==> config.mk <==
export PLATFORM = sky130hd
export DESIGN_NAME = imem_loader
export DESIGN_NICKNAME = d
export VERILOG_FILES = /design/src/rtl/imem_loader.sv
export SDC_FILE = /design/constraint.sdc
export NUM_CORES = 1
export LEC_CHECK = 0
export ABC_AREA = 1
export CAP_MARGIN = 20
export CORE_MARGIN = 2
export CORE_UTILIZATION = 61
export CTS_BUF_LIST = sky130_fd_sc_hd__clkbuf_16
export DETAILED_ROUTE_END_ITERATION = 6
export GPL_ROUTABILITY_DRIVEN = 0
export GPL_TIMING_DRIVEN = 0
export PLACE_DENSITY = 0.86
export SYNTH_ARGS = -nofsm -noshare
export SYNTH_HDL_FRONTEND = slang
export SYNTH_SLANG_ARGS = --single-unit
==> constraint.sdc <==
create_clock -name clk -period 6.15 [get_ports clk]
set_clock_uncertainty 0.2 [all_clocks]
set_input_delay 0.9225 -clock clk [delete_from_list [all_inputs] [get_ports clk]]
set_output_delay 0.9225 -clock clk [all_outputs]
set_load 0.01 [all_outputs]
==> src/rtl/imem_loader.sv <==
// Boot loader: assembles a little-endian byte stream into instruction-memory writes, holding the core in reset.
// Optional checksum stage is enabled by defining IMEM_LOADER_CHECKSUM_EN.
module imem_loader #(
  parameter int unsigned ADDR_WIDTH     = 12,
  parameter logic [31:0] BASE_ADDR      = 32'h0000_0000,
  parameter int unsigned TIMEOUT_CYCLES = 1000000
) (
  input  logic        clk,
  input  logic        reset_n,
  input  logic        start,
  input  logic        rx_valid,
  input  logic [7:0]  rx_data,
  output logic        rx_ready,
  output logic        InstWrite,
  output logic [31:0] WriteInst,
  output logic [31:0] WriteAdress,
  output logic        imem_stall,
  output logic        imem_flush,
  output logic        loader_sel,
  output logic        core_reset_n,
  output logic        busy,
  output logic        done,
  output logic        error
);

  typedef enum logic [2:0] {
    IDLE, LEN, DATA, WRITE,
`ifdef IMEM_LOADER_CHECKSUM_EN
    CHK,
`endif
    RELEASE, ERR
  } state_t;

  localparam logic [32:0] CAP = 33'd1 << ADDR_WIDTH;

  state_t              state, state_nxt;
  logic [1:0]          bcnt;
  logic [23:0]         sh;
  logic [31:0]         nwords;
  logic [ADDR_WIDTH:0] idx;
  logic [31:0]         gap;
  logic [31:0]         word;
  logic                accept, last_byte, timeout, idx_last;
`ifdef IMEM_LOADER_CHECKSUM_EN
  logic [31:0]         sum;
  assign rx_ready = (state == LEN) || (state == DATA) || (state == CHK);
`else
  assign rx_ready = (state == LEN) || (state == DATA);
`endif

  assign accept    = rx_valid && rx_ready;
  assign word      = {rx_data, sh};
  assign last_byte = accept && (bcnt == 2'd3);
  // Gap counter only runs in byte-receiving states; an accepted byte wins over an expiring timer.
  assign timeout   = (TIMEOUT_CYCLES != 0) && rx_ready && !accept &&
                     (gap == 32'(TIMEOUT_CYCLES - 1));
  assign idx_last  = (32'(idx) + 32'd1) == nwords;

  always_ff @(posedge clk or negedge reset_n)
    if (!reset_n) state <= IDLE;
    else          state <= state_nxt;

  always_comb begin
    state_nxt  = state;
    InstWrite  = 1'b0;
    imem_stall = 1'b0;
    imem_flush = 1'b0;
    busy       = 1'b1;
    loader_sel = 1'b1;
    unique case (state)
      IDLE: begin
        busy       = 1'b0;
        loader_sel = 1'b0;
        if (start) state_nxt = LEN;
      end
      LEN: begin
        imem_stall = 1'b1;
        if (last_byte) begin
          if (word == 32'd0)            state_nxt = RELEASE;
          else if ({1'b0, word} > CAP)  state_nxt = ERR;
          else                          state_nxt = DATA;
        end else if (timeout) state_nxt = ERR;
      end
      DATA: begin
        imem_stall = 1'b1;
        if (last_byte)    state_nxt = WRITE;
        else if (timeout) state_nxt = ERR;
      end
      WRITE: begin
        InstWrite = 1'b1;
`ifdef IMEM_LOADER_CHECKSUM_EN
        state_nxt = idx_last ? CHK : DATA;
`else
        state_nxt = idx_last ? RELEASE : DATA;
`endif
      end
`ifdef IMEM_LOADER_CHECKSUM_EN
      CHK: begin
        imem_stall = 1'b1;
        if (last_byte)    state_nxt = (word == sum) ? RELEASE : ERR;
        else if (timeout) state_nxt = ERR;
      end
`endif
      RELEASE: begin
        imem_flush = 1'b1;
        state_nxt  = IDLE;
      end
      ERR: begin
        busy       = 1'b0;
        imem_stall = 1'b1;
        if (start) state_nxt = LEN;
      end
      default: state_nxt = IDLE;
    endcase
  end

  always_ff @(posedge clk or negedge reset_n) begin
    if (!reset_n) begin
      bcnt         <= '0;
      sh           <= '0;
      nwords       <= '0;
      idx          <= '0;
      gap          <= '0;
      WriteInst    <= '0;
      WriteAdress  <= BASE_ADDR;
      core_reset_n <= 1'b0;
      done         <= 1'b0;
      error        <= 1'b0;
`ifdef IMEM_LOADER_CHECKSUM_EN
      sum          <= '0;
`endif
    end else begin
      if (accept) begin
        sh   <= word[31:8];
        bcnt <= bcnt + 2'd1;
      end
      if (accept || state_nxt != state) gap <= '0;
      else if (rx_ready)                gap <= gap + 32'd1;
      if (state == LEN && last_byte) nwords <= word;
      if (state == DATA && last_byte) begin
        WriteInst   <= word;
        WriteAdress <= BASE_ADDR + (32'(idx) << 2);
      end
      if (state == WRITE) begin
        idx <= idx + 1'b1;
`ifdef IMEM_LOADER_CHECKSUM_EN
        sum <= sum + WriteInst;
`endif
      end
      if ((state == IDLE || state == ERR) && start) begin
        done         <= 1'b0;
        error        <= 1'b0;
        idx          <= '0;
        bcnt         <= '0;
        core_reset_n <= 1'b0;
`ifdef IMEM_LOADER_CHECKSUM_EN
        sum          <= '0;
`endif
      end else if (state == IDLE || state == RELEASE) begin
        core_reset_n <= 1'b1;
      end
      if (state_nxt == RELEASE && state != RELEASE) done  <= 1'b1;
      if (state_nxt == ERR && state != ERR)         error <= 1'b1;
    end
  end

endmodule

Yosys cells after proc, flatten, opt, wreduce, memory -nomap -nowiden --
Index checks and enable logic that the tools add are counted.
Word-level totals: flip-flop bits (word level) 154, input bits 12, output and inout bits 73, word-level logic and storage cells 77
Cells by class: add/subtract/negate cells 4, order comparisons 1, eq/ne operators 13, multiplexer cells 24, reduce and logical (&&, ||, !) cells 24
Operators by type and width (count):
- 32-bit 2-to-1 mux | 2
- 32-bit by 1-bit adder with 32-bit output (second input constant) | 1
- 14-bit by 32-bit equality test with 1-bit output | 1
- 32-bit by 20-bit equality test with 1-bit output (second input constant) | 1
- 32-bit by 13-bit greater-than comparator with 1-bit output (second input constant) | 1
- 32-bit zero test | 1
- 13-bit 2-to-1 mux | 2
- 3-bit 2-to-1 mux | 7
- 13-bit by 1-bit adder with 14-bit output (second input constant) | 1
- 13-bit by 1-bit adder with 13-bit output (second input constant) | 1
- 3-bit equality test (second input constant) | 4
- 3-bit case mux with 4 select lines | 1
- 2-bit nonzero test | 6
- 1-bit 2-to-1 mux | 10
- 1-bit logical AND | 9
- 3-bit by 2-bit equality test with 1-bit output (second input constant) | 2
- 3-bit inequality test (second input constant) | 2
- 1-bit logical OR | 4
- 2-bit 2-to-1 mux | 2
- 3-bit by 1-bit equality test with 1-bit output (second input constant) | 1
- 3-bit zero test | 1
- 3-bit inequality test | 1
- 3-bit OR reduction | 1
- 2-bit by 1-bit adder with 2-bit output (second input constant) | 1
- other kinds (3) | 3

Logic depth before layout (Yosys ltp) --
Gate-level depths: netlist of run 1.
depth in word-level cells 12, gate-level depth with buffers 17, mapped depth without buffers 16

Worst setup path before layout of run 1 --
Ideal clock, no wire load.
kind input -> register, start input port rx_data[3], end register gap[13], setup time 0.069 ns, arrival time 2.184 ns, data required time 5.881 ns, setup slack 3.697 ns, stages on the path 12, buffers on the path 1, cells stage by stage inv_1 > nand2_1 > nor3_1 > nand2_1 > nor2_1 > o211ai_1 > a21oi_1 > nand2_2 > nand2_4 > nand3_4 > buf_6 > nor2_2
On the way: longest elaborated chain between the ends 8, elaborated cells between the ends (all ways) 10, those cells by class 1 x order compare; 1 x eq/ne; 5 x mux; 3 x reduce/logical
Ends and longest elaborated chain:
- start: declaration | RTL line 12 | input logic [7:0] rx_data,
- 32-bit by 13-bit greater-than comparator with 1-bit output | RTL line 80 | else if ({1'b0, word} > CAP) state_nxt = ERR;
- 3-bit 2-to-1 mux | RTL line 80
- 3-bit 2-to-1 mux * | RTL line 79 | if (word == 32'd0) state_nxt = RELEASE;
- 3-bit 2-to-1 mux * | RTL line 78 | if (last_byte) begin
- 3-bit case mux with 4 select lines * | RTL line 70 | unique case (state)
- net state_nxt[2] | RTL line 36 | state_t state, state_nxt;
- 3-bit inequality test * | RTL line 137 | if (accept || state_nxt != state) gap <= '0;
- 1-bit logical OR * | RTL line 137
- 32-bit 2-to-1 mux / 2-bit nonzero test (equally long branches)
- end signal: assignment | RTL line 138 | else if (rx_ready) gap <= gap + 32'd1;
- end: declaration | RTL line 41 | logic [31:0] gap;
Mark *: on every way through the listed nets, which the timed path passes. The rest lies on a longest branch. A chain may end at the register's enable or synchronous reset.

Final worst setup path of run 1 --
start register state[0], end output port rx_ready
On the way: longest elaborated chain between the ends 2, elaborated cells between the ends (all ways) 3, those cells by class 2 x eq/ne; 1 x reduce/logical
Ends and longest elaborated chain:
- start: declaration | RTL line 36
- start signal: assignment | RTL line 61 | else state <= state_nxt;
- 3-bit by 1-bit equality test with 1-bit output / 3-bit by 2-bit equality test with 1-bit output (equally long branches) | RTL line 48 | assign rx_ready = (state == LEN) || (state == DATA);
- 1-bit logical OR * | RTL line 48
- end: declaration | RTL line 13 | output logic rx_ready,
Mark *: on every way between the ends. The rest lies on a longest branch, timed or not.

==> out/qor.yml, run 1 <==
detailed_routing:
  drc: 2
  drtAntennaViolNets: 0
  avgRoutedWirePerCell_um: 15.2
  drt_first_pass_iters: 7
  drtIter0Drc: 750
  vias: 6358
  totalWireLength_um: 17400
  viasPerCell: 5.54
sta:
  clock.fmax_ghz: 0.261
  finalSetupViolations: 0
  finalCriticalPeriod_ns: 3.83
  rsz0062_at_grt: "false"
  finalHoldViolations: 0
  fin_crit_sh: 0.623
  worst_slack_ns: 2.32
  slew_violations: 0
  worst_slew_pin_slew_ns: 0.775
  holdWs_ns: 0.279
  relSlewSlack: 0.484
power_and_ir_drop:
  p_clk_frac: 0.331
  seqPwrFrac: 0.406
  switchingPower_mw: 1.10
  combPwrFrac: 0.262
  internal_power_mw: 2.11
  powerDensity_nw_per_um2: 359
  ir_drop_mv: 0.227
  total_power_mw: 3.21
  switching_share: 0.344
  leakagePower_nw: 4.06
global_route:
  grt_pass1_vias: 5943
  grt_overflow: 0
  antenna_found_initial: 0
  gr-usage-met1: 0.381
  met2_usage: 0.444
  grt_pass1_wl_um: 28600
  grt_max_degree: 86
  use_met3: 0.0609
  grt.total_usage: 0.279
  grt_busiest_layer: "met2"
cts:
  root_buffer: "clkbuf_16"
  tritoncts: "done"
  clk_pin_slew_ns: 0.06
  cts_hold_buf: 0
  clk_latency_ns: 0.43
  clock-sinks: 154
  cts_max_level: 4
  cts_resized: 0
  clock_path_buffers: 2
  cts_setup_buffers: 0
  cts-buffers-inserted: 17
yosys:
  ys_warn_count: 0
  synthTopCellsByCount: "nand2_1, dfrtp_1, o21ai_0, inv_1, nor2_1"
  synthArstFlopShare: 1.00
  seq_area_frac_synth: 0.519
  synth_top_area_share: 0.519
  yosysTopAreaCell: "dfrtp_1"
  ys_seq_elements: 154
  synthFlopType: "dfrtp_1"
  syn_avg_cell_area_um2: 8.39
  syn-cell-area_um2: 7430
  synth_edf_count: 0
  postSynthCellCount: 885
  synthDistinctLibCells: 39
  synth_area_leaders: "dfrtp_1, nand2_1, o21ai_0"
  synth.most_common_cell: "nand2_1"
placed_design:
  io_buffer_count: 65
  dp_slack_ns: 2.61
  place_hpwl_um: 12000
  dp.cells: 1116
flow_run:
  cap_viol_max_count: 0
critical_path:
  cp-start-kind: "flip-flop"
  r2r_end: "WriteInst[31]$_DFFE_PN0P_"
  reg2regPathDepth: 9
  critPathSlowestCell: "clkdlybuf4s50_1"
  worstPathRequired_ns: 5.03
  cp_cell_sequence: "inv_1 > nand3_2 > nand2_2 > buf_2 > buf_1 > clkdlybuf4s50_1"
  cp_slowest_stage_delay_ns: 0.65
  rr_startpoint: "state[0]$_DFF_PN0_"
  setup.worst_path.end_class: "output port"
  crit_type: "flip-flop to output port"
  r2r_slack_ns: 3.29
  crit_fanout: 10
  critPathArrivalTime_ns: 2.71
hold_path:
  hold_depth: 2
  min_to: "WriteAdress[11]$_DFFE_PN0P_"
  hold_path_class: "flip-flop to flip-flop"
  min_from: "WriteAdress[11]$_DFFE_PN0P_"
floorplan:
  die_w_um: 114
  die_h_um: 114
  ioPinCount: 85
  coreArea_um2: 12000
  die_area_um2: 13100
  start_util: 0.621
  core.rowCount: 40
finish:
  n_fill_cell: 842
  area_growth_pct: 20.6
  n_antenna_cell: 0
  drive_above_1_share: 0.105
  fin_cells: 1148
  layout.nets: 1003
run_status:
  violations: "DRC"
  status: "finished with violations"
[worst max-delay path, delay by kind of cell, from the launching register on]
family	cells	cell delay, ns
buffers and inverters	4	1.61
DFF	1	0.44
and+or+nand+nor	2	0.23
[power groups by stage]
stage                     Combinational, mW  Clock [mW]  Sequential (mW)
after detailed placement              0.826           0             1.31
after global routing                  0.937        1.11             1.32
after global placement                0.803           0             1.31
after CTS                             0.842        1.07             1.30
after floorplan                       0.575           0             1.28
final                                 0.843        1.06             1.31
[cell usage in the layout, fill, tap and decap left out, types with 7 or more instances in the layout]
cell             count
nand2_1            218
dfrtp_1            154
o21ai_0            108
inv_1               86
nor2_1              73
clkdlybuf4s50_1     64
nand3_1             43
nor2_2              36
xor2_1              27
clkbuf_1            22
nand4_1             21
buf_4               19
conb_1              19
clkbuf_16           17
nor3_1              15
o22ai_1              7
nand3b_1             7
[sequential cells by signal (all words and copies together) (netlist names)]
register,count
WriteAdress,13
WriteInst,32
bcnt,2
core_reset_n,1
done,1
error,1
gap,32
idx,13
nwords,32
sh,24
state,3
[cells by family after synthesis]
group | share of synthesized area
AOI/OAI and AO/OA | 0.0886
xor gates and xnor gates | 0.0419
adders and majority gates | 0.00505
buffers and inverters | 0.0805
DFF | 0.519
muxes | 0.00286
other | 0.000505
and+or+nand+nor | 0.262
[how the worst max path moves through the flow]
stage | startpoint | to | slack [ns] | cells after the start
after global placement | reset_n | gap[21]$_DFFE_PN0P_ | -2.12 | 1
after global routing | state[0]$_DFF_PN0_ | rx_ready | 2.20 | 6
final | state[0]$_DFF_PN0_ | rx_ready | 2.32 | 6
after floorplan | rx_data[3] | gap[13]$_DFFE_PN0P_ | 3.70 | 12
after detailed placement | rx_valid | WriteInst[31]$_DFFE_PN0P_ | 2.61 | 7
after CTS | state[0]$_DFF_PN0_ | rx_ready | 2.34 | 6
[stage by stage]
stage | util | cell area (um^2) | setup TNS [ns]
floorplan | - | 7490 | 0
global placement | 0.696 | 8330 | -323.75
detailed placement | 0.699 | 8360 | 0
CTS | 0.749 | 8960 | 0
global route | 0.749 | 8960 | 0
finish | 0.749 | 8960 | 0
[area by class of cell]
class,instances,area [um^2],area share
sequential,154,3850,0.430
multi-input combinational,616,3040,0.340
timing repair buffer,66,679,0.0758
clock buffer,17,425,0.0475
inverter,85,319,0.0356
buffer,48,279,0.0311
tap,147,184,0.0205
clock inverter,15,175,0.0196
[layer usage]
layer  wire length (um)  vias up
li1                   -     3027
met3               1120       45
met5                  0        -
met1               7660     3010
met2               8250      276
met4                384        0
Note: power is estimated with default switching activity, not from simulation.
==> run 2, diff against run 1 <==
- CORE_UTILIZATION: 61 -> 51
- PLACE_DENSITY: 0.86 -> 0.76
- clock period: 6.15 -> 3.39 ns (I/O delays scaled with it)
==> run 2 against run 1 <==
Compared with the run above: the run now ends clean; sequential cell count did not move; count of clock-buffer cells in the layout did not move; combinational power rose by 79%; total power rose by 78%; largest cell class unchanged.
==> out/qor.yml, run 2 (synthesis results as in run 1) <==
critical_path:
  crit_type: "flip-flop to output port"
  r2r_end: "gap[23]$_DFFE_PN0P_"
  rr_startpoint: "idx[1]$_DFFE_PN0P_"
  reg2regPathDepth: 17
  cp-start-kind: "flip-flop"
  setup.worst_path.end_class: "output port"
  crit_fanout: 19
  worstPathRequired_ns: 2.68
  critPathArrivalTime_ns: 2.54
  r2r_slack_ns: 0.61
finish:
  n_antenna_cell: 0
  final_common_cell: "nand2_1"
  reg_top3: "WriteInst: 32 flops, gap: 32 flops, nwords: 32 flops"
  area_growth_pct: 20.9
  layout_common_cells: "nand2_1, dfrtp_1, o21ai_0"
  fin_util: 0.625
  layout.nets: 1003
  drive_above_1_share: 0.105
cts:
  clock-sinks: 154
  cts_max_level: 4
  tritoncts: "done"
  cts_setup_buffers: 0
  root_buffer: "clkbuf_16"
  clk_latency_ns: 0.43
  clock_path_buffers: 2
  clk_pin_slew_ns: 0.06
  cts-buffers-inserted: 17
sta:
  rsz0062_at_grt: "false"
  slew_violations: 0
  relSlewSlack: 0.450
  fin_crit_sh: 0.960
  worst_slew_pin_slew_ns: 0.825
  tns_ns: 0
  finalHoldViolations: 0
  finalSetupViolations: 0
  finalCriticalPeriod_ns: 3.25
  clock.fmax_ghz: 0.307
power_and_ir_drop:
  switching_share: 0.346
  combPwrFrac: 0.264
  internal_power_mw: 3.74
  seqPwrFrac: 0.413
  powerDensity_nw_per_um2: 638
  p_clk_frac: 0.323
  total_power_mw: 5.73
  leakagePower_nw: 4.03
  switchingPower_mw: 1.98
  ir_drop_mv: 0.386
run_status:
  status: "complete, no violations"
floorplan:
  die_area_um2: 15500
  ioPinCount: 85
  die_w_um: 125
  die_h_um: 125
  coreArea_um2: 14400
  core.rowCount: 44
  start_util: 0.517
hold_path:
  min_to: "WriteAdress[11]$_DFFE_PN0P_"
  hold_path_class: "flip-flop to flip-flop"
  hold_depth: 2
  min_from: "WriteAdress[11]$_DFFE_PN0P_"
detailed_routing:
  avgRoutedWirePerCell_um: 14.4
  viasPerCell: 5.16
  vias: 6114
  totalWireLength_um: 17000
  drc: 0
  drtIter0Drc: 508
  drtAntennaViolNets: 0
  drt_first_pass_iters: 5
global_route:
  grt_pass1_vias: 5957
  grt.total_usage: 0.230
  grt_max_degree: 92
  grt_pass1_wl_um: 29000
  grt_overflow: 0
  antenna_found_initial: 0
placed_design:
  io_buffer_count: 65
  place_hpwl_um: 12300
flow_run:
  cap_viol_max_count: 0
==> run 2: cell type report <==
| cell class | count | area, um^2 |
|---|---|---|
| fill | 1215 | 5390 |
| multi-input combinational | 616 | 3040 |
| timing repair buffer | 67 | 689 |
| inverter | 85 | 319 |
| tap | 184 | 230 |
| clock inverter | 14 | 143 |
| clock buffer | 17 | 425 |
| buffer | 47 | 275 |
| sequential | 154 | 3850 |
==> run 2: how the worst max path moves through the flow <==
| stage | from | end | slack, ns | cells past startpoint |
|---|---|---|---|---|
| 2_1_floorplan | idx[1]$_DFFE_PN0P_ | gap[12]$_DFFE_PN0P_ | 1.15 | 17 |
| 3_3_place_gp | reset_n | gap[19]$_DFFE_PN0P_ | -4.52 | 1 |
| 3_5_place_dp | rx_valid | WriteInst[0]$_DFFE_PN0P_ | 0.34 | 7 |
| 4_1_cts | state[0]$_DFF_PN0_ | imem_stall | 0.12 | 7 |
| 5_1_grt | state[0]$_DFF_PN0_ | imem_stall | 0.007 | 7 |
| 6_report | state[0]$_DFF_PN0_ | imem_stall | 0.14 | 7 |
==> run 2: per-stage QoR <==
stage | hold slack, ns | std cells | area (um^2) | setup WS (ns)
after floorplan | 0.0129 | 903 | 7490 | 1.15
after global placement | 0.263 | 1152 | 8380 | -4.52
after detailed placement | 0.272 | 1153 | 8400 | 0.340
after CTS | 0.288 | 1184 | 8980 | 0.120
after global routing | 0.298 | 1184 | 8980 | 0.00687
final | 0.281 | 1184 | 8980 | 0.137
==> run 2: per-layer routing <==
metal / vias to the layer above / track usage / wire [um]
li1: 3012 / - / -
met1: 2896 / 0.318 / 7900
met2: 189 / 0.368 / 7970
met3: 17 / 0.0533 / 908
met4: 0 / 0.0628 / 237
met5: - / 0 / 0
==> run 2: what timing repair did <==
item	CTS	global route
setup endpoints to repair	1	0
hold buffers	1	0
hold endpoints to repair	1	0
gates resized for setup	0	0
==> run 2: power by group through the flow <==
stage                     combinational, mW  sequential, mW  clock [mW]
after global routing                   1.70            2.40        1.95
after floorplan                        1.04            2.33           0
after CTS                              1.52            2.36        1.87
after global placement                 1.48            2.37           0
after detailed placement               1.51            2.38           0
final                                  1.51            2.36        1.85
==> run 2: worst max-delay path, cell delays in order (launching register included) <==
cell and delay (ns):
dfrtp_1 0.43, inv_1 0.17, nand3_2 0.11, nand2_2 0.11, buf_2 0.38, inv_1 0.25
nand2_1 0.13, clkdlybuf4s50_1 0.54
==> run 3, diff against run 2 <==
- CORE_UTILIZATION: 51 -> 57
- CTS_CLUSTER_DIAMETER: not set -> 150
- DONT_BUFFER_PORTS: not set -> 1
- PLACE_DENSITY: 0.76 -> 0.75
==> run 3 against run 2 <==
Compared with the run above: the flow now finishes with violations (hold timing); sequential cell count stayed put; utilization is 2.8 points higher; setup slack better by 0.35 ns; register-to-register slack worse by 0.12 ns.
==> out/qor.yml, run 3 (synthesis results as in run 1) <==
run_status:
  status: "finished with violations"
  violations: "hold timing"
cts:
  clock_path_buffers: 2
  cts_max_level: 4
  root_buffer: "clkbuf_16"
  cts_resized: 0
  tritoncts: "done"
  clk_latency_ns: 0.42
  clk_pin_slew_ns: 0.06
  cts_setup_buffers: 0
  cts-buffers-inserted: 17
  clock-sinks: 154
hold_path:
  hold_path_class: "input pin to asynchronous set/reset pin"
global_route:
  antenna_found_initial: 0
  grt_max_degree: 155
  grt_pass1_wl_um: 28000
  grt_pass1_vias: 5602
  grt_overflow: 0
  grt.total_usage: 0.251
finish:
  ff_latch_area_um2: 3850
  n_antenna_cell: 0
  area_growth_pct: 11.4
  reg_top3: "WriteInst: 32 flops, gap: 32 flops, nwords: 32 flops"
  layout_common_cells: "nand2_1, dfrtp_1, o21ai_0"
  multi_input_area_um2: 3040
  n_fill_cell: 1054
  fin_util: 0.653
  layout.nets: 937
  final_common_cell: "nand2_1"
  drive_above_1_share: 0.113
floorplan:
  coreArea_um2: 12700
  start_util: 0.586
  die_area_um2: 14000
  die_h_um: 118
  core.rowCount: 41
  die_w_um: 118
  ioPinCount: 85
detailed_routing:
  vias: 5865
  avgRoutedWirePerCell_um: 15.1
  viasPerCell: 5.30
  drc: 0
  drt_first_pass_iters: 5
  drtIter0Drc: 581
  totalWireLength_um: 16700
  drtAntennaViolNets: 0
power_and_ir_drop:
  ir_drop_mv: 0.532
  leakagePower_nw: 3.79
  powerDensity_nw_per_um2: 671
critical_path:
  r2r_end: "WriteAdress[11]$_DFFE_PN0P_"
  crit_type: "flip-flop to flip-flop"
  worstPathRequired_ns: 3.53
  cp_cell_sequence: "inv_1 > nand3_2 > nand2_2 > nand2_2 > nor2_1 > nand2_1 > clkbuf_1 > clkbuf_1 > nand2_1 > o21ai_0"
  rr_startpoint: "state[0]$_DFF_PN0_"
  critPathArrivalTime_ns: 3.04
  path_delay_family: "buffers and inverters"
  critPathSlowestCell: "clkbuf_1"
  reg2regPathDepth: 10
  cp-start-kind: "flip-flop"
  crit_fanout: 10
  timing.critical_path.buf_inv: 3
  cp_slowest_stage_delay_ns: 0.55
  setup.worst_path.end_class: "flip-flop"
  r2r_slack_ns: 0.49
sta:
  finalCriticalPeriod_ns: 2.90
  worst_slew_pin_slew_ns: 0.692
  finalSetupViolations: 0
  fin_crit_sh: 0.856
  finalHoldViolations: 154
  relSlewSlack: 0.539
  slew_violations: 0
  rsz0062_at_grt: "false"
  holdWs_ns: -0.420
  clock.fmax_ghz: 0.345
  tns_ns: 0
placed_design:
  place_hpwl_um: 11800
  io_buffer_count: 0
flow_run:
  cap_viol_max_count: 0
-- run 3: cell count changes in the layout (fill, tap and decap cells not counted), sizes merged --
| cell | previous run | this run |
|---|---|---|
| inv | 90 | 92 |
| clkdlybuf4s50 | 64 | 0 |
| dlygate4sd3 | 1 | 0 |
| buf | 27 | 26 |
| bufinv | 2 | 1 |
-- run 3: how the worst max path moves through the flow --
stage | start | to | slack, ns | cells past startpoint
global route | state[0]$_DFF_PN0_ | WriteAdress[13]$_DFFE_PN0P_ | 0.22 | 10
floorplan | idx[1]$_DFFE_PN0P_ | gap[12]$_DFFE_PN0P_ | 1.15 | 17
detailed placement | state[0]$_DFF_PN0_ | WriteAdress[14]$_DFFE_PN0P_ | 0.54 | 9
CTS | state[0]$_DFF_PN0_ | WriteAdress[11]$_DFFE_PN0P_ | 0.51 | 10
finish | state[0]$_DFF_PN0_ | WriteAdress[11]$_DFFE_PN0P_ | 0.49 | 10
global placement | state[0]$_DFF_PN0_ | WriteInst[1]$_DFFE_PN0P_ | 0.55 | 9
-- run 3: final cells by class --
| cell class | instances | area share |
|---|---|---|
| plain buffers | 48 | 0.0337 |
| clock buffers | 17 | 0.0514 |
| clock inverters | 15 | 0.0171 |
| inverters | 85 | 0.0385 |
| multi-input cells | 616 | 0.368 |
| flip-flops and latches | 154 | 0.466 |
| well taps | 172 | 0.0260 |
-- run 3: power breakdown --
part | internal [mW] | total [mW] | switching (mW) | leakage (nW)
Clock | 1.02 | 1.82 | 0.793 | 0.276
Combinational | 0.447 | 1.37 | 0.924 | 1.41
Sequential | 2.14 | 2.37 | 0.223 | 2.10
-- run 3: stage by stage --
| step | power [mW] | instance area [um^2] | std cells | hold slack, ns | setup WS, ns |
|---|---|---|---|---|---|
| floorplan | 3.37 | 7490 | 903 | 0.0129 | 1.15 |
| global placement | 3.72 | 7710 | 1075 | 0.0174 | 0.548 |
| detailed placement | 3.75 | 7710 | 1075 | 0.0176 | 0.537 |
| CTS | 5.56 | 8280 | 1107 | -0.430 | 0.515 |
| global route | 5.86 | 8280 | 1107 | -0.441 | 0.225 |
| finish | 5.55 | 8280 | 1107 | -0.420 | 0.488 |
-- run 3: metal layers --
metal / vias to the layer above / GRT usage / share of wire
met4: 0 / 0.0708 / 0.015
met5: - / 0 / 0
met3: 20 / 0.0637 / 0.060
li1: 2889 / - / -
met1: 2784 / 0.356 / 0.47
met2: 172 / 0.386 / 0.46
-- run 3: worst reg2reg max path, stage by stage (launching register included) --
cell and delay (ns):
dfrtp_1 0.44, inv_1 0.14, nand3_2 0.11, nand2_2 0.08, nand2_2 0.15, nor2_1 0.09, nand2_1 0.33, clkbuf_1 0.51
clkbuf_1 0.55, nand2_1 0.12, o21ai_0 0.10
